===== src/rtl/uart_pkg.sv =====
// uart_pkg: shared FSM state type and sizing constants for the UART receiver.
package uart_pkg;
    typedef enum logic [1:0] {IDLE, START, DATA, STOP} state_t;
    localparam int CLKS_PER_BIT_DEF = 868;
    localparam int FIFO_DEPTH = 4;
endpackage


===== src/rtl/uart_rx_fifo.sv =====
// uart_rx_fifo: FIFO_DEPTH-entry byte FIFO; a push while full is accepted only alongside a pop.
module uart_rx_fifo
    import uart_pkg::*;
(
    input  logic       clk_i,
    input  logic       reset_i,
    input  logic       push_i,
    input  logic       pop_i,
    input  logic [7:0] data_i,
    output logic [7:0] data_o,
    output logic       valid_o,
    output logic       full_o
);
    localparam int AW = $clog2(FIFO_DEPTH);
    logic [7:0] mem [FIFO_DEPTH];
    logic [AW-1:0] wr_ptr, rd_ptr;
    logic [AW:0] count;
    logic do_push, do_pop;
    assign do_pop = pop_i & valid_o;
    assign do_push = push_i & (~full_o | do_pop);
    assign valid_o = count != '0;
    assign full_o = count == (AW+1)'(FIFO_DEPTH);
    assign data_o = mem[rd_ptr];
    always_ff @(posedge clk_i or negedge reset_i) begin
        if (!reset_i) begin
            mem <= '{default: '0};
            wr_ptr <= '0;
            rd_ptr <= '0;
            count <= '0;
        end else begin
            if (do_push) begin
                mem[wr_ptr] <= data_i;
                wr_ptr <= wr_ptr + 1'b1;
            end
            if (do_pop) rd_ptr <= rd_ptr + 1'b1;
            count <= count + (AW+1)'(do_push) - (AW+1)'(do_pop);
        end
    end
endmodule


===== src/rtl/uart_rx.sv =====
// uart_rx: 8N1 LSB-first UART receiver with sticky frame/overrun flags and a receive buffer.
// Define UART_RX_FIFO_EN for a 4-entry FIFO buffer; otherwise a single holding register.
module uart_rx
    import uart_pkg::*;
#(
    parameter int CLKS_PER_BIT = CLKS_PER_BIT_DEF
) (
    input  logic       clk_i,
    input  logic       reset_i,
    input  logic       rxd_i,
    input  logic       rx_rd_i,
    input  logic       err_clr_i,
    output logic [7:0] rx_data_o,
    output logic       rx_valid_o,
    output logic       rx_frame_err_o,
    output logic       rx_overrun_o,
    output logic       rx_busy_o
);
    localparam int W = $clog2(CLKS_PER_BIT);
    localparam logic [W-1:0] HALF = W'(CLKS_PER_BIT / 2);
    localparam logic [W-1:0] LAST = W'(CLKS_PER_BIT - 1);
    state_t state, state_n;
    logic [1:0] sync;
    logic rx, rx_prev;
    logic [W-1:0] cnt, cnt_n;
    logic [2:0] bit_cnt, bit_n;
    logic [7:0] shreg, shreg_n;
    logic push, pop, full, set_fe, set_ov;
    assign rx = sync[1];
    assign rx_busy_o = state != IDLE;
    assign pop = rx_rd_i & rx_valid_o;
    assign set_ov = push & full & ~pop;
    always_ff @(posedge clk_i or negedge reset_i) begin
        if (!reset_i) begin
            sync <= 2'b11;
            rx_prev <= 1'b1;
            state <= IDLE;
            cnt <= '0;
            bit_cnt <= '0;
            shreg <= '0;
        end else begin
            sync <= {sync[0], rxd_i};
            rx_prev <= rx;
            state <= state_n;
            cnt <= cnt_n;
            bit_cnt <= bit_n;
            shreg <= shreg_n;
        end
    end
    // Counter restarts at every sample point, so it never exceeds LAST.
    always_comb begin
        state_n = state;
        cnt_n = cnt + 1'b1;
        bit_n = bit_cnt;
        shreg_n = shreg;
        push = 1'b0;
        set_fe = 1'b0;
        case (state)
            IDLE: begin
                cnt_n = '0;
                bit_n = '0;
                if (rx_prev && !rx) state_n = START;
            end
            START: if (cnt == HALF) begin
                cnt_n = '0;
                state_n = rx ? IDLE : DATA;
            end
            DATA: if (cnt == LAST) begin
                cnt_n = '0;
                shreg_n = {rx, shreg[7:1]};
                bit_n = bit_cnt + 1'b1;
                if (bit_cnt == 3'd7) state_n = STOP;
            end
            STOP: if (cnt == LAST) begin
                cnt_n = '0;
                state_n = IDLE;
                push = rx;
                set_fe = !rx;
            end
            default: state_n = IDLE;
        endcase
    end
    always_ff @(posedge clk_i or negedge reset_i) begin
        if (!reset_i) begin
            rx_frame_err_o <= 1'b0;
            rx_overrun_o <= 1'b0;
        end else begin
            rx_frame_err_o <= set_fe | (rx_frame_err_o & ~err_clr_i);
            rx_overrun_o <= set_ov | (rx_overrun_o & ~err_clr_i);
        end
    end
`ifdef UART_RX_FIFO_EN
    uart_rx_fifo u_fifo (
        .clk_i   (clk_i),
        .reset_i (reset_i),
        .push_i  (push),
        .pop_i   (pop),
        .data_i  (shreg),
        .data_o  (rx_data_o),
        .valid_o (rx_valid_o),
        .full_o  (full)
    );
`else
    assign full = rx_valid_o;
    always_ff @(posedge clk_i or negedge reset_i) begin
        if (!reset_i) begin
            rx_data_o <= '0;
            rx_valid_o <= 1'b0;
        end else if (push && (!full || pop)) begin
            rx_data_o <= shreg;
            rx_valid_o <= 1'b1;
        end else if (pop) begin
            rx_valid_o <= 1'b0;
        end
    end
`endif
endmodule

===== config.mk =====
export PLATFORM = sky130hd
export DESIGN_NAME = uart_rx
export DESIGN_NICKNAME = d
export VERILOG_FILES = /design/src/rtl/uart_pkg.sv /design/src/rtl/uart_rx_fifo.sv /design/src/rtl/uart_rx.sv
export SDC_FILE = /design/constraint.sdc
export NUM_CORES = 1
export LEC_CHECK = 0
export CELL_PAD_IN_SITES_DETAIL_PLACEMENT = 1
export CELL_PAD_IN_SITES_GLOBAL_PLACEMENT = 1
export CORE_UTILIZATION = 30
export CTS_BUF_LIST = sky130_fd_sc_hd__clkbuf_2 sky130_fd_sc_hd__clkbuf_4 sky130_fd_sc_hd__clkbuf_8
export CTS_CLUSTER_DIAMETER = 200
export DETAILED_ROUTE_END_ITERATION = 7
export PLACE_DENSITY = 0.64
export SETUP_SLACK_MARGIN = 0.1
export SYNTH_ARGS = -nofsm -noshare
export SYNTH_HDL_FRONTEND = slang
export SYNTH_SLANG_ARGS = --single-unit
export TNS_END_PERCENT = 10

===== constraint.sdc =====
create_clock -name clk_i -period 1.9 [get_ports clk_i]
set_input_delay 0.19 -clock clk_i [delete_from_list [all_inputs] [get_ports clk_i]]
set_output_delay 0.19 -clock clk_i [all_outputs]
set_load 0.05 [all_outputs]

# Yosys cells after proc, flatten, opt, wreduce, memory -nomap -nowiden
# Cells that the tools add are included.
# Widths: inputs -> output; s select.
[word_totals]
inputBits = 5
out_inout_bits = 12
elab_cells = 63
ff_bits = 37
[classes]
eq_ne = 11
n_addsub = 2
n_mux = 18
n_reduce_logical = 13
bitwise = 9
[ops]
columns = ["cell", "n"]
rows = [
  ["$pmux 10 s3", 1],
  ["$mux 10", 2],
  ["$mux 2", 6],
  ["$add 10x1->10 const B", 1],
  ["$eq 10x10->1 const B", 1],
  ["$eq 10x9->1 const B", 1],
  ["$ne 2x2->1 const B", 5],
  ["$pmux 2 s4", 1],
  ["$mux 1", 6],
  ["$pmux 3 s2", 1],
  ["$reduce_bool 2->1", 3],
  ["$and 1x1->1", 5],
  ["$reduce_and 5->1", 1],
  ["$eq 2x2->1 const B", 2],
  ["$reduce_and 2->1", 2],
  ["$add 3x1->3 const B", 1],
  ["$eq 3x3->1 const B", 1],
  ["$mux 3", 1],
  ["$eq 2x1->1 const B", 1],
  ["$logic_and 1x1->1", 2],
  ["$logic_not 1->1", 2],
  ["$logic_not 2->1", 1],
  ["$not 1->1", 2],
  ["$or 1x1->1", 2],
  ["other kinds (2)", 2],
]

# Logic depth before layout (Yosys ltp)
[logic_depth]
ltp_word = 6
depth_mapped = 6
depth_no_buf = 5

# Least setup slack after synthesis
# Ideal clock, no wire load.
[synth_path]
kind = "flip-flop to flip-flop"
startpoint = "register cnt[0]"
endpoint = "register rx_data_o[0]"
stages_incl_launch_ff = 7
arrival_time_ns = 1.788
slack_ns = -0.013
period_less_slack_ns = 1.913
cell_sequence = "dfrtp_1 > ha_1 > and4bb_1 > nand4_1 > or3b_1 > buf_4 > mux2_4"
[synth_between]
elab_chain_len = 4
[synth_lines]
columns = ["element", "line", "rtl"]
rows = [
  ["start, declared", "uart_rx.sv:25", "logic [W-1:0] cnt, cnt_n;"],
  ["start signal, assigned", "uart_rx.sv:45", "cnt <= cnt_n;"],
  ["$eq 10x10->1", "uart_rx.sv:74", "STOP: if (cnt == LAST) begin"],
  ["$mux 1", "uart_rx.sv:74", ""],
  ["$mux 1", "uart_rx.sv:58", "case (state)"],
  ["$logic_and 1x1->1", "uart_rx.sv:109", "end else if (push && (!full || pop)) begin"],
  ["end signal, assigned", "uart_rx.sv:110", "rx_data_o <= shreg;"],
  ["end, declared", "uart_rx.sv:13", "output logic [7:0] rx_data_o,"],
]
# Every way passes these cells.
# A chain may end at the register's enable or synchronous reset.

# Worst setup path in the final report
[layout_path]
startpoint = "register cnt[1]"
endpoint = "register rx_data_o[4]"
# The elaborated chain is that of the path after synthesis.

==> summary.txt <==
Power and ir drop
  • Max rail drop VDD: about 0.37 mV
  • Leakage Power: 0.000978 uW
  • Tot Pwr: between 1500 and 2000 uW
  • Power per standard cell area: 847 mW/mm^2

Detailed routing
  • Via count: 1133
  • Vias/cell: 4.76
  • First-pass DRT Iterations: 3
  • Drt initial violations: 17
  • Routed len/inst: ~15 um
  • Post-route ant nets: 0
  • DRC: 0
  • DRT Wirelength: between 3000 and 4000 um

Global route
  • Routing usage on met2: 0.223
  • Busiest layer in global routing: met2
  • GRT met3 Usage: 0.0335
  • GR Util All Layers: 0.137
  • Initial antenna violation count: 0
  • First-pass GRT wire length: 6070 um
  • Met1 Usage GRT: 0.168
  • Total gr overflow: 0
  • Vias in the first global route: 1193
  • Largest net degree at the start of global routing: 38

Clocking
  • Clk root buf: clkbuf_8
  • Clock transition at path regs: 0.07 ns
  • CTS Buffer Depth: 2
  • H-tree Lvls: 2
  • # hold bufs at CTS: 0
  • CTS tree: done
  • Clk sinks: 37
  • Total CTS buffers: 5
  • Clock latency on the worst-skew pair: 0.30 ns

Critical path
  • Nature of the critical path startpoint: register
  • Worst Path Max Fanout: 8
  • Critical path class: register to register
  • Nature of the critical path endpoint: register
  • Crit path DAT: ~2.0 ns
  • Worst Path Required: ~2.1 ns

Timing
  • Final hold viol count: 0
  • Highest Clock Rate: between 500 and 600 MHz
  • Count of pins over their slew limit: 0
  • # setup viols final: 0
  • Final period util: 0.964
  • Final setup TNS: 0 ns
  • Final min period: around 1.8 ns
  • Clock skew: 0.00991 ns
  • RSZ-0062 raised after global routing: true
  • Worst-margin pin slew: 0.501 ns
  • Slew HR: 0.665

Die
  • Initial core utilization: 0.316
  • Die Y: 76.1 um
  • Die ar.: 0.00579 sq mm
  • Site row count: 26
  • Core area: 0.00520 sq mm
  • IO Pins: 17
  • Die W: 76.1 um

Min path
  • Hold/Removal Path Class: input pin to register

Synthesis
  • Distinct cells, synth: 32
  • Mapped Nets: 142
  • Synthesized flop and latch total: 37
  • Seq/Total Area, Yosys: 0.565
  • Mapped Area: about 0.0016 sq mm
  • Syn avg cell area: 12.4 sq um
  • Synthesized instance count: 133
  • Yosys warning count: 0

Status
  • Outcome: complete, no violations

Run
  • Max-capacitance violation count: 0

Place
  • Routability cong.: about 0.75
  • DP Wirelength: 2510 um
  • Port Buffers: 16
  • Placed cells: 229

Finish
  • FILL cells: 575
  • Area delta synth->final: 27.5%
  • Post-route insts no fill: 238
  • N_diodes: 0
  • Fin nets: 176
  • Layout cells sized above 1: 0.280
[metal layers]
layer	vias to the layer above	part of all wire
met5	-	0
met2	19	0.50
met1	575	0.45
met4	0	0.022
li1	531	-
met3	8	0.030
[critical path, stage by stage (launching register included)]
cell	delay, ns
dfrtp_1	0.36
ha_2	0.18
and4bb_1	0.22
nand4_1	0.13
or3b_4	0.50
mux2_4	0.33
[cells by family after synthesis]
kind of cell,Yosys count,synth area share
fa+ha+maj,4,0.0304
simple gates,48,0.157
compound gates,10,0.0524
buf+inv,10,0.0251
xor+xnor,8,0.0426
mux,16,0.128
flops,37,0.565
[through the flow]
step | instance area (sq um) | worst slack [ns] | util | hold WS (ns)
finish | 2100 | 0.0692 | 0.403 | 0.299
global route | 2100 | -0.00757 | 0.403 | 0.305
CTS | 2080 | 0.0487 | 0.400 | 0.288
detailed placement | 1980 | -0.0879 | 0.381 | 0.348
global placement | 1980 | 0.0212 | 0.381 | 0.346
floorplan | 1650 | 0.0476 | - | -0.106
[area by class of cell]
cell class                      count  area (sq um)  share of cell area
Sequential cell                    37           930               0.443
Multi-Input combinational cell     86           681               0.324
Timing Repair Buffer               31           283               0.135
Tap cell                           70          87.6              0.0417
Clock buffer                        6          82.6              0.0393
Inverter                            6          22.5              0.0107
Clock inverter                      2          13.8             0.00656
[synth_stat cells (all sizes together)]
cell type	number	area, sq um
buf	1	7.51
o32ai	2	17.5
nand2	4	15.0
a311o	2	20.0
and3	3	18.8
xnor2	6	52.6
and3b	1	8.76
nor2	14	52.6
nand2b	2	12.5
nor2b	1	6.26
inv	6	22.5
nor3	4	20.0
or3b	1	8.76
nand3	9	45.0
a21oi	1	5.00
and2	2	12.5
o22a	1	8.76
o221ai	1	8.76
ha	4	50.1
o311ai	1	8.76
mux2	16	210
dfstp	3	78.8
clkbuf	3	11.3
dfrtp	34	851
nand4	3	18.8
a22oi	1	12.5
nor3b	3	27.5
and4bb	1	12.5
o21ai	1	5.00
xor2	2	17.5
[what timing repair did]
action | CTS | global route
gates resized for setup | 1 | 0
endpoints found under the setup margin | 9 | 19
setup buffers | 0 | 1
endpoints found under the hold margin | 0 | 0
pin swaps | 0 | 2
[cells in the final DEF (no fill, tap or decap), drive strengths merged, types with 4 or more instances in the layout]
cell	n
inv	6
nand3	9
nand2	4
clkdlybuf4s50	15
ha	4
clkbuf	6
nor3	4
mux2	16
buf	16
xnor2	6
nor2	14
dfrtp	34
[sequential cells by signal (all words and copies together), names as in the netlist, 2 cells and up, named ones only]
signal and flops:
bit_cnt 3, sync 2, shreg 8, cnt 10, rx_data_o 8
[worst paths after layout]
| check | from | endpoint | slack [ns] | cells after the start |
|---|---|---|---|---|
| worst min register to register | sync[0] | sync[1] | 0.36 | 0 |
| worst max-delay path | cnt[1] | rx_data_o[4] | 0.07 | 5 |
| worst min-delay path | rxd_i | sync[0] | 0.30 | 1 |
| min in group asynchronous | reset_i | rx_valid_o | 0.31 | 2 |
| max in group asynchronous | reset_i | rx_prev | 1.22 | 2 |
| worst max register to register | cnt[1] | rx_data_o[4] | 0.07 | 5 |
[where the power goes]
| part | total, uW | switching [uW] | internal (uW) |
|---|---|---|---|
| Combinational | 320 | 169 | 151 |
| Sequential | 871 | 33.4 | 838 |
| Clock | 586 | 292 | 294 |
Power figures use the tool's default switching activity.
